===== config.mk =====
export PLATFORM = sky130hd
export DESIGN_NAME = vga_line_fetcher_flat
export DESIGN_NICKNAME = d
export VERILOG_FILES = /design/src/rtl/vga_line_fetcher_if.sv /design/src/rtl/vga_line_fetcher.sv /design/src/flat_wrapper.sv
export SDC_FILE = /design/constraint.sdc
export NUM_CORES = 1
export LEC_CHECK = 0
export CORE_MARGIN = 5
export CORE_UTILIZATION = 50
export CTS_CLUSTER_DIAMETER = 30
export DETAILED_ROUTE_END_ITERATION = 8
export PLACE_DENSITY = 0.79
export SLEW_MARGIN = 20
export SYNTH_ARGS = -nofsm -noshare
export SYNTH_HDL_FRONTEND = slang
export SYNTH_SLANG_ARGS = --single-unit
export TNS_END_PERCENT = 1

===== constraint.sdc =====
create_clock -name clk -period 3.2 [get_ports clk]
set_clock_uncertainty 0.1 [all_clocks]
set_input_delay 0.32 -clock clk [delete_from_list [all_inputs] [get_ports clk]]
set_output_delay 0.32 -clock clk [all_outputs]
set_load 0.05 [all_outputs]

===== src/rtl/vga_line_fetcher_if.sv =====
// Memory-side read bus between the line fetcher and the memory controller.
// One request outstanding at a time: mem_req is held until a one-cycle
// mem_ack, and mem_rdata is valid in the ack cycle.
interface vga_line_fetcher_if #(
    parameter int ADDR_W = 23
) ();
    logic              mem_req;
    logic [ADDR_W-1:0] mem_addr;
    logic              mem_ack;
    logic [15:0]       mem_rdata;

    modport master (
        output mem_req,
        output mem_addr,
        input  mem_ack,
        input  mem_rdata
    );

    modport slave (
        input  mem_req,
        input  mem_addr,
        output mem_ack,
        output mem_rdata
    );
endinterface


===== src/rtl/vga_line_fetcher.sv =====
// Streams framebuffer words out of cellular RAM into a small word FIFO and
// hands them to the pixel pipeline as 8-bit pixels, low byte first.
//
// state | meaning
// IDLE  | after reset, no requests, waiting for frame_start
// ISSUE | decide: frame complete, request next word, or wait for FIFO room
// REQ   | request outstanding, word is kept on ack
// DONE  | whole frame fetched, frame_done high, waiting for frame_start
// DRAIN | request outstanding across a restart, word is dropped on ack
module vga_line_fetcher #(
    parameter int                ADDR_W      = 23,
    parameter logic [ADDR_W-1:0] FB_BASE     = '0,
    parameter int                FRAME_WORDS = 153600,
    parameter int                FIFO_DEPTH  = 16
) (
    input  logic               clk,
    input  logic               rst_n,
    input  logic               frame_start,
    vga_line_fetcher_if.master bus,
    input  logic               pix_rd,
    output logic [7:0]         pix_data,
    output logic               frame_done,
    output logic               underflow
);

    localparam int PTR_W  = $clog2(FIFO_DEPTH);
    localparam int CNT_W  = PTR_W + 1;
    localparam int WCNT_W = (FRAME_WORDS < 1) ? 1 : $clog2(FRAME_WORDS + 1);

    typedef enum logic [2:0] {
        IDLE,
        ISSUE,
        REQ,
        DONE,
        DRAIN
    } fetchStateT;

    fetchStateT        state;
    fetchStateT        stateNext;
    logic [WCNT_W-1:0] wordCnt;
    logic [WCNT_W-1:0] wordCntNext;
    logic [PTR_W-1:0]  rdPtr;
    logic [PTR_W-1:0]  wrPtr;
    logic [CNT_W-1:0]  fifoCount;
    logic              hi;
    logic [15:0]       fifoMem [FIFO_DEPTH];
    logic [15:0]       headWord;

    logic              flush;
    logic              push;
    logic              pop;
    logic              pixAvail;
    logic              pixTake;
    logic              reqNext;
    logic              doneNext;

    assign pixAvail = (fifoCount != '0);
    assign pixTake  = pix_rd && pixAvail;
    assign pop      = pixTake && hi;
    assign headWord = fifoMem[rdPtr];

    // Next-state decode; frame_start always wins over the issue decision.
    always_comb begin
        stateNext = state;
        flush     = 1'b0;
        push      = 1'b0;
        unique case (state)
            IDLE: begin
                if (frame_start) begin
                    flush     = 1'b1;
                    stateNext = ISSUE;
                end
            end
            ISSUE: begin
                if (frame_start) begin
                    flush     = 1'b1;
                    stateNext = ISSUE;
                end else if (wordCnt == WCNT_W'(FRAME_WORDS)) begin
                    stateNext = DONE;
                end else if (fifoCount < CNT_W'(FIFO_DEPTH)) begin
                    stateNext = REQ;
                end
            end
            REQ: begin
                // The controller cannot cancel an access, so a restart
                // while waiting has to let the pending word come back first.
                if (frame_start) begin
                    flush     = 1'b1;
                    stateNext = bus.mem_ack ? ISSUE : DRAIN;
                end else if (bus.mem_ack) begin
                    push      = 1'b1;
                    stateNext = ISSUE;
                end
            end
            DONE: begin
                if (frame_start) begin
                    flush     = 1'b1;
                    stateNext = ISSUE;
                end
            end
            DRAIN: begin
                if (frame_start) begin
                    flush = 1'b1;
                end
                if (bus.mem_ack) begin
                    stateNext = ISSUE;
                end
            end
            default: stateNext = IDLE;
        endcase
    end

    // Registered outputs and word counter follow directly from the next state.
    always_comb begin
        reqNext     = (stateNext == REQ) || (stateNext == DRAIN);
        doneNext    = (stateNext == DONE);
        wordCntNext = wordCnt;
        if (flush) begin
            wordCntNext = '0;
        end else if (push) begin
            wordCntNext = wordCnt + WCNT_W'(1);
        end
    end

    // State, handshake outputs, counters and FIFO bookkeeping.
    always_ff @(posedge clk) begin
        if (!rst_n) begin
            state        <= IDLE;
            bus.mem_req  <= 1'b0;
            bus.mem_addr <= FB_BASE;
            frame_done   <= 1'b0;
            underflow    <= 1'b0;
            wordCnt      <= '0;
            rdPtr        <= '0;
            wrPtr        <= '0;
            fifoCount    <= '0;
            hi           <= 1'b0;
        end else begin
            state       <= stateNext;
            bus.mem_req <= reqNext;
            frame_done  <= doneNext;
            wordCnt     <= wordCntNext;

            // Address only moves while no request is on the bus, so a
            // request drained across a restart keeps its original address.
            if (!reqNext) begin
                bus.mem_addr <= FB_BASE + ADDR_W'(wordCntNext);
            end

            if (pix_rd && !pixAvail) begin
                underflow <= 1'b1;
            end

            if (flush) begin
                rdPtr     <= '0;
                wrPtr     <= '0;
                fifoCount <= '0;
                hi        <= 1'b0;
            end else begin
                if (push) begin
                    wrPtr <= wrPtr + PTR_W'(1);
                end
                if (pop) begin
                    rdPtr <= rdPtr + PTR_W'(1);
                end
                if (pixTake) begin
                    hi <= ~hi;
                end
                unique case ({push, pop})
                    2'b10:   fifoCount <= fifoCount + CNT_W'(1);
                    2'b01:   fifoCount <= fifoCount - CNT_W'(1);
                    default: fifoCount <= fifoCount;
                endcase
            end
        end
    end

    // FIFO storage; room is guaranteed at issue time so a push never overwrites.
    always_ff @(posedge clk) begin
        if (push) begin
            fifoMem[wrPtr] <= bus.mem_rdata;
        end
    end

    // Pixel presented from the head word; zero while nothing is buffered.
    always_comb begin
        pix_data = 8'h00;
        if (pixAvail) begin
            pix_data = hi ? headWord[15:8] : headWord[7:0];
        end
    end

endmodule


===== src/flat_wrapper.sv =====
// flat-port wrapper written by rule: the top's interface ports become plain ports
module vga_line_fetcher_flat 
#(
    parameter int                ADDR_W      = 23,
    parameter logic [ADDR_W-1:0] FB_BASE     = '0,
    parameter int                FRAME_WORDS = 153600,
    parameter int                FIFO_DEPTH  = 16
)
  (clk, rst_n, frame_start, pix_rd, pix_data, frame_done, underflow, bus_mem_req, bus_mem_addr, bus_mem_ack, bus_mem_rdata);
  vga_line_fetcher_if #(.ADDR_W(ADDR_W)) bus_i ();
  input  logic clk;
  input  logic rst_n;
  input  logic frame_start;
  input  logic pix_rd;
  output logic [7:0] pix_data;
  output logic frame_done;
  output logic underflow;
  output wire logic [$bits(bus_i.mem_req)-1:0] bus_mem_req;
  output wire logic [$bits(bus_i.mem_addr)-1:0] bus_mem_addr;
  input wire logic [$bits(bus_i.mem_ack)-1:0] bus_mem_ack;
  input wire logic [$bits(bus_i.mem_rdata)-1:0] bus_mem_rdata;
  assign bus_mem_req = bus_i.mem_req;
  assign bus_mem_addr = bus_i.mem_addr;
  assign bus_i.mem_ack = bus_mem_ack;
  assign bus_i.mem_rdata = bus_mem_rdata;
  vga_line_fetcher #(.ADDR_W(ADDR_W), .FB_BASE(FB_BASE), .FRAME_WORDS(FRAME_WORDS), .FIFO_DEPTH(FIFO_DEPTH)) u_core (.clk(clk), .rst_n(rst_n), .frame_start(frame_start), .bus(bus_i), .pix_rd(pix_rd), .pix_data(pix_data), .frame_done(frame_done), .underflow(underflow));
endmodule

======== Word-level counts from Yosys, hierarchy flattened ========
Memories as Yosys holds them, arrays and structs flattened. A register that Yosys moved wholly into a read port is not among the register bits.
Index checks and enable logic that the tools add are counted.
operators by class
  add/sub/neg operators ................... 5
  $lt $le $gt $ge ......................... 1
  equality and inequality tests ........... 10
  mux-type cells .......................... 22
  bitwise gates (word level) .............. 2
  reduce and logical (&&, ||, !) cells .... 11
operators by type and width
  cell                                                                 count
  18-bit 2-to-1 mux                                                    2
  3-bit 2-to-1 mux                                                     7
  18-bit by 1-bit adder with 18-bit output (second input constant)     1
  18-bit == test (second input constant)                               1
  8-bit 2-to-1 mux                                                     2
  3-bit by 2-bit == test with 1-bit output (second input constant)     4
  3-bit case mux with 4 select lines                                   1
  5-bit case mux with 2 select lines                                   1
  4-bit by 1-bit adder with 4-bit output (second input constant)       2
  4-bit 2-to-1 mux                                                     2
  1-bit 2-to-1 mux                                                     7
  3-bit == test (second input constant)                                2
  5-bit by 1-bit adder with 5-bit output (second input constant)       1
  5-bit < comparator (second input constant)                           1
  5-bit nonzero test                                                   1
  5-bit OR reduction                                                   1
  5-bit by 1-bit subtractor with 5-bit output (second input constant)  1
  2-bit OR reduction                                                   2
  3-bit by 1-bit == test with 1-bit output (second input constant)     1
  1-bit logical AND                                                    3
  3-bit logical NOT                                                    1
  2-bit by 1-bit == test with 1-bit output (second input constant)     1
  2-bit == test (second input constant)                                1
  1-bit NOT                                                            2
  other kinds (3)                                                      3
word-level totals
  register bits ........................... 56
  RAM bits ................................ 256
  bits of input ports ..................... 21
  output and inout port bits .............. 34
  logic and storage cells ................. 62
  memories kept ........................... 1
memories
  memory          depth  bits a word  read ports  clocked after memory_dff  write ports  RTL line                text
  u_core.fifoMem  16     16           1           1                         1            vga_line_fetcher.sv:46  logic [15:0] fifoMem [FIFO_DEPTH];

======== Longest topological paths before layout ========
Gate-level depths: netlist of run 1.
  depth after elaboration ................. 7
  depth in mapped cells ................... 12
  depth with buffers taken out ............ 11

======== Worst setup path after synthesis of run 1 ========
No wires, ideal clock.
  kind .................................... reg-to-reg
  start point ............................. register u_core.state[2]
  end point ............................... memory u_core.fifoMem[3][0] (enable)
  library setup time ...................... 409 ps
  data arrival time ....................... 2406 ps
  data required time ...................... 2691 ps
  slack ................................... 284 ps
  stages on the path, launching flop included .. 7
  buffers on the path ..................... 2
  period minus slack after synthesis ...... 2916 ps
  path through ............................ dfxtp_1 -> buf_4 -> nor4b_2 -> and2_1 -> buf_4 -> nand2_1 -> nor3_1
between the ends
  longest elaborated chain between the ends .. 4
RTL lines
  item                                      RTL line                 text
  from (decl)                               vga_line_fetcher.sv:38   fetchStateT state;
  from (signal assigned)                    vga_line_fetcher.sv:139  state <= stateNext;
  3-bit by 2-bit == test with 1-bit output  vga_line_fetcher.sv:67   unique case (state)
  1-bit 2-to-1 mux                          vga_line_fetcher.sv:67
  1-bit 2-to-1 mux                          vga_line_fetcher.sv:180  if (push) begin
  1-bit 2-to-1 mux (implied by the code)    vga_line_fetcher.sv:181  fifoMem[wrPtr] <= bus.mem_rdata;
  to (decl)                                 vga_line_fetcher.sv:46
No other way between the ends.

==> results of run 1 <==
## state kept, by name (all words and copies together) (netlist names), named ones only
name,count
u_core.wrPtr,4
u_core.state,3
u_core.rdPtr,4
u_core.fifoMem,256
u_core.underflow,1
u_core.bus.mem_addr,18
u_core.frame_done,1
u_core.hi,1
u_core.bus.mem_req,1
u_core.fifoCount,5
u_core.wordCnt,18
## routing by layer
layer | up-vias | GRT usage (%) | part of all wire, %
met5 | - | 0 | 0
met4 | 0 | 6.35 | 2.5
met3 | 61 | 3.95 | 8.0
met2 | 325 | 31.8 | 51
met1 | 3584 | 25.9 | 39
li1 | 3159 | - | -
## cell usage after synthesis (all sizes together), types with 12 or more instances
cell type / n / area share, %
a2bb2oi: 15 / 1.5
buf: 30 / 1.6
dfxtp: 60 / 9.4
edfxtp: 256 / 60
inv: 28 / 0.82
mux2i: 22 / 1.7
mux4: 64 / 11
nand2: 17 / 0.50
nand2b: 16 / 0.78
nor2: 44 / 1.3
o21ai: 18 / 0.79
xor2: 12 / 0.82
## tightest hold or removal path, stage by stage (launching register included)
cell and delay (ns):
dfxtp_1 0.31, nand2_1 0.05, mux2i_1 0.05
## final timing paths
check | from | endpoint | slack (ns) | cells after the start
worst max-delay path | register | pix_data[7] | 0.14 | 6
worst min-delay path | u_core.bus.mem_addr[17]$_SDFFE_PN0N_ | u_core.bus.mem_addr[17]$_SDFFE_PN0N_ | 0.36 | 2
worst max register to register | u_core.state[0]$_SDFF_PN0_ | u_core.fifoCount[4]$_SDFFE_PP0P_ | 0.40 | 10
worst min register to register | u_core.bus.mem_addr[17]$_SDFFE_PN0N_ | u_core.bus.mem_addr[17]$_SDFFE_PN0N_ | 0.36 | 2
## timing repair
action                     4_1_cts  5_1_grt
gates resized for setup          1        1
setup buffers                    1        1
setup endpoints to repair        5        7
## power groups by stage
stage               registers, µW  clock network [µW]  logic, µW
floorplan                    4560                   0       73.3
global placement             4540                   0        176
detailed placement           4540                   0        180
CTS                          4460                6080        183
global route                 4450                6310        194
finish                       4460                5990        181
## cell families (layout without fill, tap and decap cells)
logic type / Yosys count / count (layout)
compound gates: 81 / 81
xor+xnor: 21 / 21
fa+ha+maj: 12 / 12
buf+inv: 69 / 231
flops: 316 / 316
mux: 91 / 91
other cells: 1 / 5
simple gates: 148 / 148
## stage by stage
| step | power (µW) | hold WS, ns | cells | util, % |
|---|---|---|---|---|
| after floorplan | 4630 | 0.319 | 743 | - |
| after global placement | 4710 | 0.352 | 1128 | 55.5 |
| after detailed placement | 4720 | 0.356 | 1128 | 55.5 |
| after CTS | 10700 | 0.368 | 1234 | 63.4 |
| after global routing | 11000 | 0.398 | 1235 | 63.4 |
| final | 10600 | 0.362 | 1235 | 63.4 |
## layout make-up
| cell class | instances | area, µm² | share of cell area (%) |
|---|---|---|---|
| Sequential cell | 316 | 8900 | 55.7 |
| Multi-Input combinational cell | 358 | 3650 | 22.9 |
| Clock buffer | 62 | 1450 | 9.05 |
| Timing Repair Buffer | 97 | 946 | 5.92 |
| Clock inverter | 43 | 504 | 3.16 |
| Tap cell | 330 | 413 | 2.59 |
| Inverter | 29 | 109 | 0.682 |
==> metrics.yaml, run 1 <==
logic_synthesis:
  ys.flop_type: "edfxtp_1"
  synth_top_family_by_area: "multiplexers"
  synth-xor-area-share_pct: 1.43
  synth_mux_area_share_pct: 13.4
  synth_compound_area_share_pct: 5.09
  avgSynthCellArea_um2: 17.3
  yosysSeqAreaShare_pct: 69.3
  synth_area_um2: 12800
  yosysUniqueCellTypes: 66
  yosys_warnings: 0
  synth_cells: 739
  synth_adder_area_share_pct: 1.23
  synth-simple-area-share_pct: 6.77
  synth_seq_cells: 316
  synth_edf_count: 256
  ys_async_sr_fraction_pct: 0
cells_and_area:
  final_common_cell: "edfxtp_1"
  num-fill-cells: 1693
  final_cell_mix: "edfxtp_1 (256), mux4_2 (64), dfxtp_1 (58)"
  diodes: 0
  syn_to_final_growth_pct: 24.6
  finalNetCount: 891
  final_area_um2: 16000
  drive_gt1_share_pct: 29.2
grt:
  grt-ovfl-total: 0
  grt_max_degree: 37
  track_usage_pct: 19.2
  grt_pass1_wl_mm: 42.7
  grt_pass1_vias: 7447
  antenna_found_initial: 0
clocking:
  clock-root-buffer: "clkbuf_16"
  cts-htree-levels: 2
  max-clock-path-buffers: 3
  cts_made_buffers: 56
  cts_sinks: 316
  ctsHoldBuffers: 0
  cts_tree: "done"
  clk_latency_ns: 0.56
  clk_pin_slew_ns: 0.05
placement:
  place_area_um2: 14000
  post-place-ws_ns: 0.130
  place.gp.congestion: 0.783
  hpwl_mm: 16.0
  io_buffers: 49
worst_setup_path:
  crit_path_start_kind: "register"
  crit_family: "compound AO/OA/AOI/OAI gates"
  crit_fanout: 17
  cp.required_ns: 2.78
  cp.arrival_ns: 2.64
  crit_chain: "buf_4 > mux4_2 > a22o_1 > a31oi_1 > a211oi_1 > buf_12"
  endpoint_kind: "output port"
  max_stage_delay_ns: 0.52
  critPathSlowestCell: "dfxtp_4"
  crit_type: "register to output port"
  critPathBufInv: 2
timing:
  final-hold-violation-count: 0
  tightest_slew_ns: 0.609
  drv_slew: 0
  fmax_mhz: 327
  layout_setup_ws_ns: 0.142
  finalSetupViolations: 0
  fin_crit_sh_pct: 95.6
  tns_ns: 0
  rsz0062_at_grt: "true"
  relSlewSlack_pct: 59.4
  finalCriticalPeriod_ns: 3.06
drt:
  wl_mm: 27.4
  firstDrtPassIters: 5
  viasPerCell: 5.77
  routedWlPerCell_um: 22.2
  drcViolationCount: 0
  initialDrtViolationCount: 567
  vias: 7129
  ant_nets: 0
die:
  die_area_um2: 28900
  die_width_um: 170
  start_util_pct: 50.9
  core_area_um2: 25200
  ioPinCount: 55
  die_y_um: 170
  row_count: 58
outcome:
  outcome: "complete, no violations"
power_and_ir_drop:
  p_switching_uw: 2240
  seq_power_share_pct: 41.9
  power_density_nw_per_um2: 666
  switching_share_pct: 21.0
  intPower_uw: 8390
  p_leak_uw: 0.00548
  clockPowerShare_pct: 56.4
  p_comb_share_pct: 1.7
  ir_drop_mv: 0.523
run:
  cap_violations: 0
hold_path:
  hold_path.class: "register to register"
Note: power is estimated with default switching activity, not from simulation.
==> run 2, diff against run 1 <==
--- a/config.mk
+++ b/config.mk
@@ -5,6 +5,7 @@
 export SDC_FILE = /design/constraint.sdc
 export NUM_CORES = 1
 export LEC_CHECK = 0
+export CORE_ASPECT_RATIO = 0.7
 export CORE_MARGIN = 5
 export CORE_UTILIZATION = 50
 export CTS_CLUSTER_DIAMETER = 30
==> metrics.yaml, run 2 (same netlist as run 1, synthesis figures left out) <==
outcome:
  outcome: "complete, no violations"
cells_and_area:
  diodes: 0  # unchanged
  largest_reg_flops: 256  # unchanged
  syn_to_final_growth_pct: 22.8
  drive_gt1_share_pct: 28.3  # -0.87 points
  finalNetCount: 884  # -0.79%
  num-fill-cells: 1709  # +0.95%
  largest_register: "u_core.fifoMem"
  final_area_um2: 15700  # -1.4%
  largest_registers: "u_core.fifoMem (256), u_core.bus.mem_addr (18), u_core.wordCnt (18)"
  final_common_cell: "edfxtp_1"
  final_cell_mix: "edfxtp_1 (256), mux4_2 (64), dfxtp_1 (58)"
  final_cells: 1218  # -1.4%
die:
  core_area_um2: 25400  # +1.0%
  die_width_um: 201  # +18%
  start_util_pct: 50.4  # -0.52 points
  die_area_um2: 29000  # +0.18%
  die_y_um: 144  # -15%
  row_count: 49  # -16%
  ioPinCount: 55  # unchanged
hold_path:
  hold_path.class: "register to register"
drt:
  vias: 7074  # -0.77%
  ant_nets: 0  # unchanged
  firstDrtPassIters: 7  # +2
  viasPerCell: 5.81  # +0.61%
  drcViolationCount: 0  # unchanged
  wl_mm: 28.2  # +3.2%
  initialDrtViolationCount: 664  # +17%
  routedWlPerCell_um: 23.2  # +4.6%
placement:
  place_area_um2: 14000  # +0.15%
  io_buffers: 49  # unchanged
  dpl.cell_count: 1130  # +0.18%
  hpwl_mm: 16.5  # +3.6%
  place.gp.congestion: 0.809  # +3.3%
clocking:
  cts_made_buffers: 45  # -20%
  cts_sinks: 316  # unchanged
  cts-htree-levels: 2  # unchanged
  clk_pin_slew_ns: 0.06  # about the same
  cts_tree: "done"
  ctsHoldBuffers: 0  # unchanged
  clk_latency_ns: 0.55  # about the same
  max-clock-path-buffers: 3  # unchanged
  clock-root-buffer: "clkbuf_16"
power_and_ir_drop:
  p_leak_uw: 0.00537  # -2.0%
  total_power_uw: 9960  # -6.3%
  power_density_nw_per_um2: 633  # -4.9%
  ir_drop_mv: 0.516  # -1.3%
timing:
  fin_crit_sh_pct: 95.4  # -0.20 points
  tns_ns: 0  # unchanged
  tightest_slew_ns: 1.04  # +0.426 ns
  finalSetupViolations: 0  # unchanged
  final-hold-violation-count: 0  # unchanged
  relSlewSlack_pct: 30.8  # -29 points
  drv_slew: 0  # unchanged
  finalCriticalPeriod_ns: 3.05  # -0.00644 ns
  fmax_mhz: 328  # +0.21%
  rsz0062_at_grt: "false"
worst_setup_path:
  cp.arrival_ns: 2.63  # about the same
  endpoint_kind: "output port"
  cp.required_ns: 2.78  # about the same
  crit_fanout: 10  # -7
  crit_type: "register to output port"
  crit_path_start_kind: "register"
grt:
  grt_max_degree: 37  # unchanged
  antenna_found_initial: 1  # +1
  grt_pass1_wl_mm: 42.6  # -0.16%
  grt_pass1_vias: 7051  # -5.3%
  track_usage_pct: 19.5  # +0.26 points
  grt-ovfl-total: 0  # unchanged
run:
  cap_violations: 0  # unchanged
[run 2: cell count changes in the layout (fill, tap and decap cells not counted), moves of 2 or more]
cell	delta
inv_8	+2
clkinv_2	-5
clkbuf_1	-4
inv_6	-5
clkinvlp_4	-2
clkbuf_16	-10
buf_8	-2
buf_4	+4
[run 2: where the power goes]
group | switching, µW | internal (µW) | leakage (µW)
sequential | 7.37 | 4450 | 0.00279
clock | 1970 | 3360 | 0.000811
combinational | 122 | 61.8 | 0.00177
total | 2100 | 7860 | 0.00537
[run 2: metrics by stage]
stage	setup WS [ns]	hold WS, ns	utilization, %
finish	0.148	0.368	61.8
global route	0.0324	0.404	61.8
CTS	0.00920	0.367	61.8
detailed placement	0.0939	0.358	55.0
global placement	0.178	0.353	55.0
floorplan	0.284	0.319	-
[run 2: critical path, cell delays in order, from the launching register on]
cell	delay [ns]
dfxtp_4	0.47
buf_12	0.14
mux4_2	0.51
o21ai_0	0.23
o221ai_1	0.25
and3_1	0.28
buf_4	0.19
[run 2: worst paths after layout]
kind / depth (start not counted) / slack [ns] / endpoint / startpoint
setup / recovery: 6 / 0.15 / pix_data[3] / register
hold / removal: 2 / 0.37 / u_core.bus.mem_addr[17]$_SDFFE_PN0N_ / u_core.bus.mem_addr[17]$_SDFFE_PN0N_
setup reg to reg: 10 / 0.36 / u_core.fifoCount[4]$_SDFFE_PP0P_ / u_core.state[0]$_SDFF_PN0_
hold reg to reg: 2 / 0.37 / u_core.bus.mem_addr[17]$_SDFFE_PN0N_ / u_core.bus.mem_addr[17]$_SDFFE_PN0N_
[run 2: repair_timing]
item | in CTS | in global routing
setup buffers | 4 | 1
resized for setup | 0 | 2
endpoints found under the setup margin | 1 | 3
[run 2: area by class of cell]
class	instances	area, µm²	share of cell area (%)
well taps	331	414	2.63
inverters	29	109	0.692
flip-flops and latches	316	8900	56.5
clock inverters	34	475	3.02
repair buffers	101	993	6.31
clock buffers	49	1190	7.59
multi-input cells	358	3650	23.2
[run 2: per-layer routing]
| metal | routed length [µm] | vias to the layer above | GRT usage, % |
|---|---|---|---|
| li1 | - | 3139 | - |
| met1 | 12400 | 3581 | 28.6 |
| met2 | 12900 | 297 | 29.3 |
| met3 | 2300 | 55 | 4.91 |
| met4 | 624 | 2 | 6.11 |
| met5 | 11 | - | 0 |
==> run 3, diff against run 2 <==
==> constraint.sdc (replaced) <==
create_clock -name clk -period 3.2 [get_ports clk]
set_clock_uncertainty 0.1 [all_clocks]
set_input_delay 0.64 -clock clk [delete_from_list [all_inputs] [get_ports clk]]
set_output_delay 0.64 -clock clk [all_outputs]
set_load 0.05 [all_outputs]
==> metrics.yaml, run 3 (same netlist as run 1, synthesis figures left out) <==
outcome:
  outcome: "complete, no violations"
hold_path:
  worstHoldStart: "u_core.bus.mem_addr[17]$_SDFFE_PN0N_"
  hold_path.class: "register to register"
timing:
  fin_crit_sh_pct: 99.0  # +3.6 points
  final-hold-violation-count: 0  # unchanged
  finalSetupViolations: 0  # unchanged
  layout_setup_ws_ns: 0.0317  # -0.117 ns
  rsz0062_at_grt: "true"
  relSlewSlack_pct: 31.6  # +0.88 points
  fmax_mhz: 316  # -3.7%
  drv_slew: 0  # unchanged
  hold_ws_ns: 0.361  # -0.00656 ns
  tightest_slew_ns: 1.02  # -0.0131 ns
  finalCriticalPeriod_ns: 3.17  # +0.117 ns
drt:
  vias: 7213  # +2.0%
  ant_nets: 0  # unchanged
  firstDrtPassIters: 5  # -2
  initialDrtViolationCount: 556  # -16%
  drcViolationCount: 0  # unchanged
  viasPerCell: 5.77  # -0.65%
  wl_mm: 28.6  # +1.3%
  routedWlPerCell_um: 22.9  # -1.3%
die:
  die_area_um2: 29000  # unchanged
  ioPinCount: 55  # unchanged
  row_count: 49  # unchanged
  die_width_um: 201  # unchanged
  core_area_um2: 25400  # unchanged
  start_util_pct: 50.4  # unchanged
  die_y_um: 144  # unchanged
clocking:
  cts_sinks: 316  # unchanged
  clk_pin_slew_ns: 0.05  # about the same
  cts-htree-levels: 2  # unchanged
  cts_made_buffers: 46  # +2.2%
  max-clock-path-buffers: 3  # unchanged
  clk_latency_ns: 0.53  # -0.02 ns
  clock-root-buffer: "clkbuf_16"
  cts_tree: "done"
worst_setup_path:
  cp.required_ns: 2.46  # -0.32 ns
  crit_fanout: 9  # -1
  crit_path_start_kind: "register"
  crit_chain: "buf_12 > mux4_2 > mux2i_4 > o221ai_2 > and3_1 > buf_4"
  critPathBufInv: 2  # unchanged
  crit_family: "multiplexers"
  critPathSlowestCell: "mux4_2"
  endpoint_kind: "output port"
  crit_type: "register to output port"
  r2r-start: "u_core.state[0]$_SDFF_PN0_"
  max_stage_delay_ns: 0.54  # +0.03 ns
  cp.arrival_ns: 2.43  # -0.20 ns
power_and_ir_drop:
  intPower_uw: 7720  # -1.8%
  p_switching_uw: 1980  # -5.5%
  p_leak_uw: 0.00552  # +2.7%
  ir_drop_mv: 0.492  # -4.6%
  clockPowerShare_pct: 52.2  # -1.3 points
  seq_power_share_pct: 45.9  # +1.2 points
  power_density_nw_per_um2: 601  # -5.1%
  p_comb_share_pct: 1.9  # about the same
  total_power_uw: 9710  # -2.6%
  switching_share_pct: 20.4  # -0.63 points
placement:
  dpl.cell_count: 1147  # +1.5%
  post-place-ws_ns: -0.165  # -0.259 ns
  place.gp.congestion: 0.808  # -0.12%
  hpwl_mm: 17.0  # +2.8%
  io_buffers: 49  # unchanged
  place_area_um2: 14100  # +0.91%
cells_and_area:
  drive_gt1_share_pct: 33.0  # +4.7 points
  largest_register: "u_core.fifoMem"
  num-fill-cells: 1701  # -0.47%
  final_cell_mix: "edfxtp_1 (256), buf_4 (65), mux4_2 (64)"
  largest_registers: "u_core.fifoMem (256), u_core.bus.mem_addr (18), u_core.wordCnt (18)"
  syn_to_final_growth_pct: 26.0
  final_common_cell: "edfxtp_1"
  final_area_um2: 16100  # +2.6%
  final_cells: 1250  # +2.6%
  largest_reg_flops: 256  # unchanged
  finalNetCount: 914  # +3.4%
grt:
  grt_max_degree: 37  # unchanged
  grt_pass1_vias: 7159  # +1.5%
  track_usage_pct: 19.5  # about the same
  grt-ovfl-total: 0  # unchanged
  grt_pass1_wl_mm: 42.8  # +0.39%
  antenna_found_initial: 0  # -1
run:
  cap_violations: 0  # unchanged
run 3: changes by cell type in the layout (fill, tap and decap cells not counted), moves of 3 or more:
| cell | before | now |
|---|---|---|
| o21ai_2 | 0 | 3 |
| mux2i_4 | 0 | 3 |
| buf_12 | 9 | 14 |
| buf_4 | 50 | 65 |
| inv_8 | 4 | 1 |
| buf_6 | 0 | 8 |
| o221ai_2 | 0 | 4 |
| o21ai_0 | 15 | 9 |
| a22oi_1 | 5 | 2 |
| o221ai_1 | 6 | 2 |
| mux2i_1 | 22 | 14 |
| clkinvlp_4 | 2 | 7 |
| a22oi_2 | 0 | 3 |
| mux2i_2 | 0 | 5 |
run 3: per-stage QoR:
stage / utilization (%) / TNS [ns]
3_5_place_dp: 55.5 / -0.165
6_report: 63.5 / 0
4_1_cts: 62.7 / -0.0431
3_3_place_gp: 55.5 / -0.0771
5_1_grt: 63.5 / -0.143
2_1_floorplan: - / 0
run 3: final timing paths:
path	end	slack [ns]	cells past startpoint
worst max-delay path	pix_data[4]	0.03	6
worst min-delay path	u_core.bus.mem_addr[17]$_SDFFE_PN0N_	0.36	2
worst max register to register	u_core.fifoCount[4]$_SDFFE_PP0P_	0.40	10
worst min register to register	u_core.bus.mem_addr[17]$_SDFFE_PN0N_	0.36	2
run 3: layout make-up:
cell class / instances / area [µm²] / share of cell area, %
well taps: 331 / 414 / 2.56
repair buffers: 130 / 1320 / 8.18
diodes: 1 / 2.50 / 0.0155
clock inverters: 35 / 395 / 2.45
inverters: 29 / 109 / 0.674
flip-flops and latches: 316 / 8900 / 55.1
clock buffers: 50 / 1190 / 7.35
multi-input cells: 358 / 3820 / 23.7
run 3: worst min-delay path, delay by kind of cell, from the launching register on:
kind | cells | cell delay [ns]
flops | 1 | 0.30
mux | 1 | 0.06
simple gates | 1 | 0.05
run 3: what timing repair did:
item | CTS | global route
hold buffers | 0 | 0
buffers inserted | 11 | 5
pin swaps | 1 | 8
gates cloned | 0 | 1
gates resized for setup | 30 | 27
setup endpoints to repair | 8 | 8
run 3: power groups by stage:
stage	registers (µW)	clock network [µW]	logic, µW
finish	4460	5060	189
detailed placement	4540	0	187
global placement	4540	0	182
CTS	4450	5150	188
global route	4450	5380	201
floorplan	4560	0	73.3
run 3: layer usage:
metal  global-route usage [%]  wire length, µm
met5                        0                0
met4                     5.64              497
met3                     4.89             2330
met2                     29.5            13300
met1                     28.6            12500
==> edit 1 (config.mk and constraints of run 3) <==
`FIFO_DEPTH` is set to 16 in 2 places; all go to 32.
--- a/src/rtl/vga_line_fetcher.sv
+++ b/src/rtl/vga_line_fetcher.sv
@@ -12,5 +12,5 @@
     parameter logic [ADDR_W-1:0] FB_BASE     = '0,
     parameter int                FRAME_WORDS = 153600,
-    parameter int                FIFO_DEPTH  = 16
+    parameter int                FIFO_DEPTH  = 32
 ) (
     input  logic               clk,
--- a/src/flat_wrapper.sv
+++ b/src/flat_wrapper.sv
@@ -5,5 +5,5 @@
     parameter logic [ADDR_W-1:0] FB_BASE     = '0,
     parameter int                FRAME_WORDS = 153600,
-    parameter int                FIFO_DEPTH  = 16
+    parameter int                FIFO_DEPTH  = 32
 )
   (clk, rst_n, frame_start, pix_rd, pix_data, frame_done, underflow, bus_mem_req, bus_mem_addr, bus_mem_ack, bus_mem_rdata);
Function: no difference found for any inputs over 4 cycles, from zero or initial values and one cycle with rst_n low; that may be too few to reach the edited logic, so the function may still have changed.
==> edit 1 against run 3 <==
  * The flow now finishes with violations (setup timing)
  * Critical path depth grew 2
  * Global-route usage up 3.3 points
  * Synthesized cell count increased by 55%
  * Sequential power is 84% higher
  * Die area rose by 71%
  * Cell area rose by 78%
  * Worst setup slack worse by 0.58 ns
  * Sequential cell count rose by 260
  * Routed wire length up 98%
  * Non-clock buffer count is 61 higher
  * Combinational power rose by 26%
  * Total power rose by 93%
  * Worst hold slack gained 0.0073 ns
  * Synthesized area grew 76%
  * Largest cell class unchanged
  * Largest power group unchanged
==> edit 1: results (changes against run 3) <==
| Metric | Value |
|---|---|
| Post-placement cell area | 24900 um^2 (was 14100 um^2) |
| Largest net degree at the start of global routing | 59 (was 37) |
| CTS H-tree depth | 3 (was 2) |
| Commonest cells post-synth | edfxtp_1 (512), mux4_2 (145), nor2_1 (66) (was edfxtp_1 (256), mux4_2 (64), dfxtp_1 (60)) |
| Cells after DPL | 1854 (was 1147) |
| Post-synthesis cell type count | 54 (was 66) |
| DR vias | 12620 (was 7213) |
| Sequential area share after synthesis | 0.740 (was 0.693) |
| LEAKAGE | 9.26 nW (was 5.52 nW) |
| Violated checks | setup timing |
| Netlist Area Pre-Place | 22500 um^2 (was 12800 um^2) |
| Gp weighted congestion | 0.820 (was 0.808) |
| Starting DRT DRC Count | 1704 (was 556) |
| CTS buffer count | 92 (was 46) |
| Area contributors post-synth | edfxtp_1 (68%), mux4_2 (15%), dfxtp_1 (5.7%) (was edfxtp_1 (60%), mux4_2 (11%), dfxtp_1 (9.4%)) |
| Fillers | 2780 (was 1701) |
| VDD IR max | 0.581 mV (was 0.492 mV) |
| Finish-stage setup viols | 8 (was 0) |
| Tot GR Track Use | 0.228 (was 0.195) |
| Skew-Pair Late Insertion Delay | 0.63 ns (was 0.53 ns) |
| Diodes inserted | 0 (was 1) |
| Worst Path Arrival | 3.01 ns (was 2.43 ns) |
| Status | finished with violations (was completed) |
| Routed WL | 56.5 mm (was 28.6 mm) |
| Setup slack after layout | -0.549 ns (was 0.0317 ns) |
| Final #Nets | 1399 (was 914) |
| First-pass GRT wire length | 84.5 mm (was 42.8 mm) |
| Final HPWL DP | 31.4 mm (was 17.0 mm) |
| Ratio of cells with drive above 1 in the final layout | 0.366 (was 0.330) |
| Layout Cells excl Fill | 2050 (was 1250) |
| Port buffer count | 49 (unchanged) |
## edit 1: changes by cell type in the layout (fill, tap and decap cells not counted), sizes merged, moves of 19 or more
cell	run 3	this run
clkbuf	51	102
a21oi	8	27
nor2	44	66
edfxtp	256	512
mux4	64	145
buf	88	149
## edit 1: layout make-up
| cell class | count | share of cell area |
|---|---|---|
| clock buffer | 102 | 0.0838 |
| multi-input combinational | 500 | 0.203 |
| timing repair buffer | 191 | 0.0745 |
| sequential | 576 | 0.581 |
| inverter | 8 | 0.00105 |
| clock inverter | 70 | 0.0300 |
| tap | 603 | 0.0263 |
## edit 1: through the flow
step	setup slack, ns	hold slack, ns	power [mW]	setup TNS (ns)	utilization
after detailed placement	-0.0367	0.365	8.58	-0.0545	0.555
after global placement	-0.00703	0.348	8.56	-0.00703	0.555
after CTS	-0.552	0.373	18.8	-4.17	0.638
after global routing	-0.603	0.397	19.3	-4.67	0.640
after floorplan	-0.214	0.372	8.42	-12.51	-
final	-0.549	0.368	18.7	-4.18	0.640
## edit 1: critical path: stages (launching register included)
cell,delay (ns)
dfxtp_4,0.37
buf_12,0.14
buf_12,0.11
buf_16,0.13
mux4_2,0.49
mux4_2,0.49
a22oi_2,0.32
o21ai_2,0.14
buf_6,0.18
## edit 1: cells by family after synthesis
family,after synthesis,synth area share
flip-flops,576,0.740
AND/OR/NAND/NOR,186,0.0414
multiplexers,170,0.156
AO/OA/AOI/OAI,105,0.0323
buffers and inverters,76,0.0155
XOR/XNOR,25,0.00972
adder cells (fa/ha/maj),9,0.00500
other,1,0.000167
## edit 1: power by group
group          leakage (nW)  total, mW  switching [mW]  internal [mW]
logic                  2.59      0.239           0.176         0.0631
clock network          1.55       10.3            3.84           6.46
registers              5.12       8.19         0.00550           8.19
## edit 1: routing by layer
metal / up-vias / part of all wire / global-route usage / wire (um)
li1: 5176 / - / - / -
met1: 6480 / 0.38 / 0.320 / 21600
met2: 833 / 0.49 / 0.361 / 27600
met3: 131 / 0.10 / 0.0585 / 5760
met4: 0 / 0.027 / 0.0616 / 1530
met5: - / 0 / 0 / 0
## edit 1: path summary, 6_finish.rpt
kind                            slack (ns)             endpoint  depth (start not counted)                 from
worst max-delay path                 -0.55          pix_data[4]                          8            flip-flop
worst min-delay path                  0.37     u_core.underflow                          1     u_core.underflow
worst max register to register        0.35  u_core.fifoCount[4]                         11  u_core.fifoCount[0]
worst min register to register        0.37     u_core.underflow                          1     u_core.underflow
## edit 1: repair_timing
| action | 4_1_cts | 5_1_grt |
|---|---|---|
| resized for setup | 42 | 15 |
| setup buffers | 20 | 2 |
| setup endpoints to repair | 8 | 8 |
| pin swaps | 8 | 6 |
| cloned | 2 | 0 |
==> edit 2 (settings of run 3) <==
Without the edit above. Register the output `underflow` once more, cleared by the reset; this adds one clock of latency there. The other outputs are not delayed to match.
--- a/src/rtl/vga_line_fetcher.sv
+++ b/src/rtl/vga_line_fetcher.sv
@@ -36,4 +36,6 @@
     } fetchStateT;
 
+    logic underflow_s0;
+
     fetchStateT        state;
     fetchStateT        stateNext;
@@ -130,5 +132,5 @@
             bus.mem_addr <= FB_BASE;
             frame_done   <= 1'b0;
-            underflow    <= 1'b0;
+            underflow_s0 <= 1'b0;
             wordCnt      <= '0;
             rdPtr        <= '0;
@@ -149,5 +151,5 @@
 
             if (pix_rd && !pixAvail) begin
-                underflow <= 1'b1;
+                underflow_s0 <= 1'b1;
             end
 
@@ -191,4 +193,12 @@
     end
 
+    always_ff @(posedge clk) begin
+        if (!rst_n) begin
+            underflow <= '0;
+        end else begin
+            underflow <= underflow_s0;
+        end
+    end
+
 endmodule
 
Behaviour: not the same (Yosys sat finds a counterexample within 4 cycles, from zero or initial values and one cycle with rst_n low).
==> edit 2 against run 3 <==
  * Worst setup slack lost 0.086 ns
  * Highest routed layer unchanged
  * Critical path type unchanged
  * Sequential cell count increased by 1
  * Non-clock buffer count decreased by 5
  * Die area decreased by 0.97%
  * Synthesized area decreased by 1.0%
  * Critical endpoint is now pix_data[7]
  * Via count increased by 0.51%
  * Routed wire length increased by 2.1%
  * Fmax decreased by 2.6%
  * Core utilization is 0.23 points higher
  * Total power fell by 2.2%
  * Cell area is 2.2% lower
  * Largest cell class unchanged
  * The run now ends with setup timing left
  * Global-route usage up 0.80 points
==> edit 2: results (changes against run 3) <==
| Metric | Value |
|---|---|
| LEAKAGE | 5.22 nW (was 5.52 nW) |
| Post-synthesis mux area share | 0.142 (was 0.134) |
| Worst Path Arrival | 2.51 ns (was 2.43 ns) |
| Top_reg_cell synth | edfxtp_1 (unchanged) |
| Hold path endpoint | u_core.bus.mem_addr[8] (was u_core.bus.mem_addr[17]) |
| Routed WL | 29.2 mm (was 28.6 mm) |
| Crit-path max cell delay | 0.56 ns (was 0.54 ns) |
| CP max FO | 7 (was 9) |
| Setup slack after layout | -0.0541 ns (was 0.0317 ns) |
| Initial antenna violation count | 0 (unchanged) |
| Finish-stage setup viols | 4 (was 0) |
| CP max-delay cell | mux4_2 (unchanged) |
| Synth Area in Compound Gates | 0.0465 (was 0.0509) |
| DR vias | 7250 (was 7213) |
| Worst Hold Class | reg -> reg (unchanged) |
| R2R depth | 9 (was 10) |
| Area contributors post-synth | edfxtp_1 (61%), mux4_2 (11%), dfxtp_1 (9.6%) (was edfxtp_1 (60%), mux4_2 (11%), dfxtp_1 (9.4%)) |
| Post-synthesis cell type count | 58 (was 66) |
| Detailed Routing Iterations Pass 1 | 5 (unchanged) |
| Sequential area share after synthesis | 0.702 (was 0.693) |
| Status | finished with violations (was completed) |
| Ratio of cells with drive above 1 in the final layout | 0.295 (was 0.330) |
| Gp weighted congestion | 0.865 (was 0.808) |
| Commonest cells post-synth | edfxtp_1 (256), mux4_2 (64), dfxtp_1 (61) (was edfxtp_1 (256), mux4_2 (64), dfxtp_1 (60)) |
| Clock transition at path regs | 0.05 ns (about the same) |
| First-pass GRT wire length | 43.9 mm (was 42.8 mm) |
| Regs by FF count | u_core.fifoMem (256), u_core.bus.mem_addr (18), u_core.wordCnt (18) (unchanged) |
| Violated checks | setup timing |
| Number of flops mapped to enable cells by yosys | 256 (unchanged) |
| VDD IR max | 0.499 mV (was 0.492 mV) |
| Diodes inserted | 0 (was 1) |
| Vias in the first global route | 7235 (was 7159) |
| Largest net degree at the start of global routing | 37 (unchanged) |
| Final HPWL DP | 18.0 mm (was 17.0 mm) |
| Cells after DPL | 1124 (was 1147) |
| Post-Synthesis Cells | 726 (was 739) |
| Crit Reg-Reg Startpoint | u_core.fifoCount[0] (was u_core.state[0]) |
| Setup CP Type | reg -> out (unchanged) |
| P_sw | 1.92 mW (was 1.98 mW) |
| Post-Route Setup TNS | -0.0847 ns (was 0 ns) |
| Hold Crit Start | u_core.bus.mem_addr[8] (was u_core.bus.mem_addr[17]) |
| Synth Area in Adders | 0.0124 (was 0.0123) |
| Hold Crit Depth | 1 (was 2) |
| CTS H-tree depth | 2 (unchanged) |
| R2R setup slack | 0.19 ns (was 0.40 ns) |
| Starting DRT DRC Count | 738 (was 556) |
| DR vias/cell | 5.96 (was 5.77) |
| CTS buffer count | 44 (was 46) |
| Slew Limit Headroom | 0.578 (was 0.316) |
| Final #Nets | 892 (was 914) |
| Synth Area in XOR/XNOR | 0.0131 (was 0.0143) |
| Tot GR Track Use | 0.203 (was 0.195) |
==> edit 2: final cells by class <==
class | count | area (um^2)
clock buffer | 53 | 1180
clock inverter | 26 | 314
fill | 1693 | 9000
inverter | 13 | 48.8
multi-input combinational | 358 | 3660
sequential | 317 | 8910
tap | 325 | 407
timing repair buffer | 125 | 1280
==> edit 2: worst max path at each step <==
stage	to	slack [ns]	depth (start not counted)
after floorplan	pix_data[4]	-0.1	6
after global placement	u_core.fifoCount[4]	-0.03	11
after detailed placement	u_core.fifoCount[4]	-0.09	11
after CTS	pix_data[0]	-0.03	7
after global routing	pix_data[7]	-0.14	7
final	pix_data[7]	-0.05	7
==> edit 2: routing by layer <==
| metal | vias to the layer above | global-route usage | wire length, um |
|---|---|---|---|
| met5 | - | 0 | 0 |
| met3 | 43 | 0.0415 | 2370 |
| met1 | 3687 | 0.292 | 12600 |
| met2 | 339 | 0.322 | 13700 |
| met4 | 0 | 0.0550 | 529 |
| li1 | 3181 | - | - |
==> edit 2: cells by family after synthesis <==
logic type               Yosys count
AO/OA/AOI/OAI                     77
other                              1
AND/OR/NAND/NOR                  145
multiplexers                     100
adder cells (fa/ha/maj)           12
buffers and inverters             55
XOR/XNOR                          19
flip-flops                       317
==> edit 2: worst max-delay path: cells and delay by family, from the launching register on <==
kind / cells / cell delay, ns
compound gates: 1 / 0.22
buf+inv: 3 / 0.46
simple gates: 1 / 0.06
mux: 2 / 0.78
flops: 1 / 0.49
==> edit 2: metrics by stage <==
stage | total power [mW] | worst slack [ns] | cell area [um^2] | hold slack [ns] | utilization
floorplan | 4.63 | -0.0954 | 12700 | 0.329 | -
global placement | 4.72 | -0.0346 | 14100 | 0.361 | 0.567
detailed placement | 4.73 | -0.0866 | 14100 | 0.374 | 0.567
CTS | 9.56 | -0.0260 | 15600 | 0.381 | 0.629
global route | 9.79 | -0.142 | 15800 | 0.401 | 0.637
finish | 9.49 | -0.0541 | 15800 | 0.378 | 0.637
==> edit 2: power by group through the flow <==
stage | clock, mW | sequential, mW | combinational, mW
CTS | 4.91 | 4.47 | 0.180
finish | 4.85 | 4.47 | 0.181
global route | 5.13 | 4.46 | 0.193
global placement | 0 | 4.55 | 0.173
detailed placement | 0 | 4.55 | 0.178
floorplan | 0 | 4.57 | 0.0608
==> edit 2: timing repair <==
action / 4_1_cts / 5_1_grt
hold buffers: 0 / 0
setup buffers: 2 / 12
gates resized for setup: 6 / 14
cloned: 0 / 1
pin swaps: 1 / 1
endpoints found under the setup margin: 7 / 7
